## config.mk

```make
export PLATFORM = sky130hd
export DESIGN_NAME = inst_mem_loader_flat
export DESIGN_NICKNAME = d
export VERILOG_FILES = /design/src/rtl/inst_mem_loader_pkg.sv /design/src/rtl/inst_mem_loader_if.sv /design/src/rtl/inst_mem_loader_byte_packer.sv /design/src/rtl/inst_mem_loader.sv /design/src/flat_wrapper.sv
export SDC_FILE = /design/constraint.sdc
export NUM_CORES = 1
export LEC_CHECK = 0
export CAP_MARGIN = 20
export CORE_MARGIN = 2
export CORE_UTILIZATION = 35
export DETAILED_ROUTE_END_ITERATION = 8
export MAX_ROUTING_LAYER = met4
export PLACE_DENSITY = 0.57
export SETUP_SLACK_MARGIN = 0.4
export SLEW_MARGIN = 20
export SYNTH_ARGS = -nofsm -noshare
export SYNTH_HDL_FRONTEND = slang
export SYNTH_HIERARCHICAL = 1
export SYNTH_SLANG_ARGS = --single-unit
export TNS_END_PERCENT = 30
```

## constraint.sdc

```tcl
create_clock -name sys_clk -period 3.42 [get_ports sys_clk]
set_input_delay 1.026 -clock sys_clk [delete_from_list [all_inputs] [get_ports sys_clk]]
set_output_delay 1.026 -clock sys_clk [all_outputs]
set_load 0.03 [all_outputs]
```

## src/rtl/inst_mem_loader_pkg.sv

```systemverilog
// Shared types and default sizing for the instruction-memory loader.
package inst_loader_pkg;
  typedef enum logic [2:0] {
    IDLE,
    LOAD,
    CHK,
    DONE,
    ERR
  } state_e;

  localparam int WORDS  = 16;
  localparam int ADDR_W = 6;
endpackage

```

## src/rtl/inst_mem_loader_if.sv

```systemverilog
// Byte-stream handshake from the host-link receiver into the loader.
interface inst_mem_loader_if;
  logic       rx_valid;
  logic [7:0] rx_data;
  logic       rx_ready;

  modport master (
    output rx_valid,
    output rx_data,
    input  rx_ready
  );

  modport slave (
    input  rx_valid,
    input  rx_data,
    output rx_ready
  );
endinterface

```

## src/rtl/inst_mem_loader_byte_packer.sv

```systemverilog
// Little-endian 4-byte assembler: three bytes are kept, the fourth
// is merged combinationally so the word is ready on its accept cycle.
module byte_packer (
  input  logic        clk,
  input  logic        rst_n,
  input  logic        clr,
  input  logic        take,
  input  logic [7:0]  din,
  input  logic [1:0]  idx,
  output logic [31:0] word,
  output logic        word_done
);
  logic [23:0] shift_q;

  always_ff @(posedge clk or negedge rst_n) begin
    if (!rst_n) begin
      shift_q <= '0;
    end else if (clr) begin
      shift_q <= '0;
    end else if (take) begin
      shift_q <= {din, shift_q[23:8]};
    end
  end

  assign word      = {din, shift_q};
  assign word_done = take && (idx == 2'd3);
endmodule

```

## src/rtl/inst_mem_loader.sv

```systemverilog
// Boot loader: packs host bytes into words, writes instruction memory.
// Optional image checksum enabled by INST_LOADER_CHECKSUM_EN.
module inst_mem_loader #(
  parameter int WORDS  = inst_loader_pkg::WORDS,
  parameter int ADDR_W = inst_loader_pkg::ADDR_W
) (
  input  logic              sys_clk,
  input  logic              sys_arstn,
  input  logic              start,
  inst_mem_loader_if.slave  rx,
  output logic              en_addr_inst,
  output logic [ADDR_W-1:0] addr_inst,
  output logic [31:0]       data_inst,
  output logic              cpu_rstn,
  output logic              busy,
  output logic              done,
  output logic              err
);
  import inst_loader_pkg::*;

  localparam int CW = $clog2(WORDS * 4);

  state_e        state_q;
  state_e        state_d;
  logic [CW-1:0] cnt_q;
  logic          take;
  logic          load_take;
  logic          clr;
  logic          last;
  logic [31:0]   word;
  logic          word_done;

  assign rx.rx_ready = (state_q == LOAD) || (state_q == CHK);
  assign busy        = rx.rx_ready;
  assign done        = (state_q == DONE);
  assign take        = rx.rx_valid && rx.rx_ready;
  assign load_take   = take && (state_q == LOAD);
  assign last        = (cnt_q == {CW{1'b1}});
  assign clr         = start && (state_q == IDLE ||
                                 state_q == DONE ||
                                 state_q == ERR);

`ifdef INST_LOADER_CHECKSUM_EN
  logic [7:0] sum_q;

  always_ff @(posedge sys_clk or negedge sys_arstn) begin
    if (!sys_arstn) begin
      sum_q <= '0;
    end else if (clr) begin
      sum_q <= '0;
    end else if (load_take) begin
      sum_q <= sum_q + rx.rx_data;
    end
  end

  assign err = (state_q == ERR);
`else
  assign err = 1'b0;
`endif

  always_comb begin
    state_d = state_q;
    unique case (state_q)
      IDLE, DONE, ERR: begin
        if (start) state_d = LOAD;
      end
      LOAD: begin
`ifdef INST_LOADER_CHECKSUM_EN
        if (load_take && last) state_d = CHK;
`else
        if (load_take && last) state_d = DONE;
`endif
      end
`ifdef INST_LOADER_CHECKSUM_EN
      CHK: begin
        if (take) state_d = (rx.rx_data == sum_q) ? DONE : ERR;
      end
`endif
      default: state_d = IDLE;
    endcase
  end

  always_ff @(posedge sys_clk or negedge sys_arstn) begin
    if (!sys_arstn) begin
      state_q <= IDLE;
      cnt_q   <= '0;
    end else begin
      state_q <= state_d;
      if (clr) cnt_q <= '0;
      else if (load_take) cnt_q <= cnt_q + 1'b1;
    end
  end

  // Released only once DONE is already the present state, so the final
  // memory write lands a cycle before the core leaves reset.
  always_ff @(posedge sys_clk or negedge sys_arstn) begin
    if (!sys_arstn) begin
      cpu_rstn <= 1'b0;
    end else begin
      cpu_rstn <= (state_q == DONE) && (state_d == DONE);
    end
  end

  always_ff @(posedge sys_clk or negedge sys_arstn) begin
    if (!sys_arstn) begin
      en_addr_inst <= 1'b0;
      addr_inst    <= '0;
      data_inst    <= '0;
    end else begin
      en_addr_inst <= word_done;
      if (word_done) begin
        addr_inst <= ADDR_W'({cnt_q[CW-1:2], 2'b00});
        data_inst <= word;
      end
    end
  end

  byte_packer u_packer (
    .clk       (sys_clk),
    .rst_n     (sys_arstn),
    .clr       (clr),
    .take      (load_take),
    .din       (rx.rx_data),
    .idx       (cnt_q[1:0]),
    .word      (word),
    .word_done (word_done)
  );
endmodule
```

## src/flat_wrapper.sv

```systemverilog
// flat-port wrapper written by rule: the top's interface ports become plain ports
module inst_mem_loader_flat import inst_loader_pkg::*;
#(
  parameter int WORDS  = inst_loader_pkg::WORDS,
  parameter int ADDR_W = inst_loader_pkg::ADDR_W
)
  (sys_clk, sys_arstn, start, en_addr_inst, addr_inst, data_inst, cpu_rstn, busy, done, err, rx_rx_valid, rx_rx_data, rx_rx_ready);
  inst_mem_loader_if rx_i ();
  input  logic sys_clk;
  input  logic sys_arstn;
  input  logic start;
  output logic en_addr_inst;
  output logic [ADDR_W-1:0] addr_inst;
  output logic [31:0] data_inst;
  output logic cpu_rstn;
  output logic busy;
  output logic done;
  output logic err;
  input wire logic [$bits(rx_i.rx_valid)-1:0] rx_rx_valid;
  input wire logic [$bits(rx_i.rx_data)-1:0] rx_rx_data;
  output wire logic [$bits(rx_i.rx_ready)-1:0] rx_rx_ready;
  assign rx_i.rx_valid = rx_rx_valid;
  assign rx_i.rx_data = rx_rx_data;
  assign rx_rx_ready = rx_i.rx_ready;
  inst_mem_loader #(.WORDS(WORDS), .ADDR_W(ADDR_W)) u_core (.sys_clk(sys_clk), .sys_arstn(sys_arstn), .start(start), .rx(rx_i), .en_addr_inst(en_addr_inst), .addr_inst(addr_inst), .data_inst(data_inst), .cpu_rstn(cpu_rstn), .busy(busy), .done(done), .err(err));
endmodule
```

==> impl_metrics.csv <==
group,metric,value,unit
clock_tree,cts_buffer_depth,2,
route,detail_route.iter0.violations,76,
logic_synthesis,synthesis.area_per_instance,13.5,um^2
logic_synthesis,yosysMostFrequentCell,"sky130_fd_sc_hd__dfrtp_1",
floorplanning,initial_utilization,35.9,%
timing,worst_hold_slack,0.506,ns
route,drt_pass1_iterations,3,
logic_synthesis,synth.cell_area,2920,um^2
floorplanning,die-area,9080,um^2
timing,final_min_period_over_clock_period,81.7,%
placement,place.gp.congestion,0.737,
clock_tree,clockRootBuffer,"sky130_fd_sc_hd__clkbuf_8",
global_routing,grt_remaining_overflow,0,
logic_synthesis,yosys_warnings,6,
pwr,share_seq_of_total_power,39.8,%
placement,io_buffer_count,52,
min_path,worst_hold_path_type,"reg -> reg",
setup_path,arrival,1.77,ns
route,post-route-drc-count,0,
logic_synthesis,synth_largest_area_cell,"sky130_fd_sc_hd__dfrtp_1",
setup_path,critPathMaxFanout,6,
finish,drive_above_1_share,21.3,%
setup_path,worstSetupPathType,"reg -> out",
clock_tree,htreeDepth,3,
run,max_cap_viol_count,0,
setup_path,critPathCaptureType,"output pin",
route,vias,1735,
setup_path,required,2.39,ns
logic_synthesis,synth_edf_count,0,
clock_tree,clock_latency,0.34,ns
logic_synthesis,synth-seq-cells,71,
setup_path,setup.worst_path.start_class,"register",
clock_tree,postCtsSetupBuffers,0,
logic_synthesis,synth.area.top_cells,"sky130_fd_sc_hd__dfrtp_1, sky130_fd_sc_hd__mux2_2, sky130_fd_sc_hd__mux2i_1",
floorplanning,floorplan.die.height,95.3,um
finish,layout.core_utilization,44.7,%
floorplanning,fp-row-count,33,
timing,max-slew-margin-rel,41.4,%
clock_tree,tritoncts.num_buffers,9,
pwr,power_report.internal_total,2.13,mW
logic_synthesis,synthDistinctLibCells,27,
placement,dpl-instance-area,3440,um^2
pwr,net-switching-power,1.19,mW
logic_synthesis,ys_async_sr_fraction,100,%
route,detail_route.wirelength,5.29,mm
pwr,ir_drop,492,uV
global_routing,grt_start_max_net_pins,72,
clock_tree,number_of_sinks_on_the_clock_net,71,
logic_synthesis,synth_sequential_area_ratio,60.9,%
timing,finalWorstPathRequiredPeriod,2.79,ns
pwr,power.switching_fraction,35.7,%
pwr,power.clock.fraction,19.5,%
global_routing,gr-usage-all-layers,13.4,%
pwr,cellLeakagePower,1.62,nW
floorplanning,core_footprint,8130,um^2
finish,area_growth_syn_to_layout,24.5,%
timing,hold_viol,0,
pwr,p_comb_share,40.7,%
pwr,p_per_area,914,nW/um^2
global_routing,grt_pass1_wl,8.79,mm
finish,final_design_area_no_fill,3630,um^2
finish,antenna_cells_inserted,0,
logic_synthesis,syn-instance-count,216,
timing,timing.setup.tns,0,ns
logic_synthesis,synth_top_area_share,60.9,%
timing,fmaxAchievable,358,MHz
timing,finalClockSkew,0.00794,ns
clock_tree,cts-resized-gates,0,
route,post_drt_antenna_nets,0,
timing,worst-slew-pin-transition,0.879,ns
global_routing,number_of_global_route_vias_before_repair,1768,
global_routing,antenna_found_initial,0,
clock_tree,clock_input_transition_at_the_sequential_cells_of_the_worst_setup_and_hold_paths,0.07,ns
finish,nNetsFinal,276,
route,wire_per_inst,14.2,um
route,avgViaCountPerCell,4.65,
timing,rsz_0062_raised_after_global_routing,"no",
placement,detailedPlacementHpwl,3.26,mm
floorplanning,floorplan.io_pins,56,
logic_synthesis,synth_flop_cell,"sky130_fd_sc_hd__dfrtp_1",
timing,finalSetupViolations,0,
floorplanning,chipWidth,95.3,um
logic_synthesis,ys_top_cells_by_count,"sky130_fd_sc_hd__dfrtp_1, sky130_fd_sc_hd__mux2_2, sky130_fd_sc_hd__nor2_1",
timing,final-max-slew-violation-count,0,
status,run_status,"finished clean",
clock_tree,number_of_hold_repair_buffers_added_at_the_cts_stage,0,
clock_tree,tritoncts,"done",
==> cells by family after synthesis <==
kind of cell    count (synthesis)  share of synthesized area (%)
compound gates                 12                           2.40
xor+xnor                        2                          0.601
fa+ha+maj                       1                          0.429
simple gates                   44                           6.99
buf+inv                        25                           6.39
flops                          71                           60.9
mux                            60                           22.1
other cells                     1                          0.129
==> state kept, by name, indices dropped and copies added, names as in the netlist <==
name / cells
u_core/state_q: 3
u_core/u_packer/shift_q: 24
u_core/data_inst: 32
u_core/addr_inst: 4
u_core/cnt_q: 6
u_core/en_addr_inst: 1
u_core/cpu_rstn: 1
==> cell type report <==
class | count | area, um^2
flip-flops and latches | 71 | 1780
clock inverters | 4 | 45.0
multi-input cells | 122 | 962
well taps | 105 | 131
fillers | 758 | 4500
repair buffers | 56 | 561
clock buffers | 12 | 145
inverters | 3 | 11.3
==> layout by cell type, fill, tap and decap left out, drive strengths merged <==
cell           count
dfrtp             71
clkdlybuf4s50     51
mux2              36
nor2              28
mux2i             24
clkbuf            12
a21oi              5
buf                5
nand2              4
o21ai              4
clkinv             3
inv                3
nand3              3
or3                3
conb               3
xnor2              2
bufinv             1
nand4bb            1
and3b              1
nor4b              1
o21a               1
nor2b              1
a41o               1
o31ai              1
or4                1
ha                 1
and3               1
==> power by group through the flow <==
stage	Combinational, mW	Sequential, mW	Clock [mW]
2_1_floorplan	0.405	1.74	0
3_3_place_gp	1.35	1.34	0
3_5_place_dp	1.37	1.35	0
4_1_cts	1.37	1.33	0.674
5_1_grt	1.43	1.37	0.718
6_report	1.35	1.32	0.648
==> through the flow <==
stage	total power [mW]	worst slack (ns)	instances
CTS	3.38	0.591	373
global route	3.52	0.492	373
finish	3.32	0.626	373
floorplan	2.14	0.712	218
global placement	2.69	0.638	357
detailed placement	2.71	0.621	357
==> critical path, cell delays in order, from the launching register on <==
cell	delay (ns)
sky130_fd_sc_hd__dfrtp_1	0.44
sky130_fd_sc_hd__xnor2_1	0.15
sky130_fd_sc_hd__nor2_1	0.14
sky130_fd_sc_hd__clkdlybuf4s50_1	0.70
==> path summary, 6_finish.rpt <==
kind / start / to / slack [ns] / cells after the start
setup / recovery: u_core/state_q[0] / busy / 0.63 / 3
hold / removal: u_core/u_packer/shift_q[7] / u_core/data_inst[7] / 0.51 / 1
setup reg to reg: u_core/state_q[1] / u_core/data_inst[29] / 1.61 / 5
hold reg to reg: u_core/u_packer/shift_q[7] / u_core/data_inst[7] / 0.51 / 1
max in group asynchronous: sys_arstn / u_core/data_inst[21] / 2.05 / 1
min in group asynchronous: sys_arstn / u_core/data_inst[0] / 0.80 / 1
==> routing by layer <==
metal / global-route usage, % / part of all wire [%]
met1: 16.7 / 46
met2: 19.5 / 47
met3: 4.58 / 4.7
met4: 6.52 / 2.1
met5: - / 0
No activity file was read; power rests on OpenSTA's default activity.
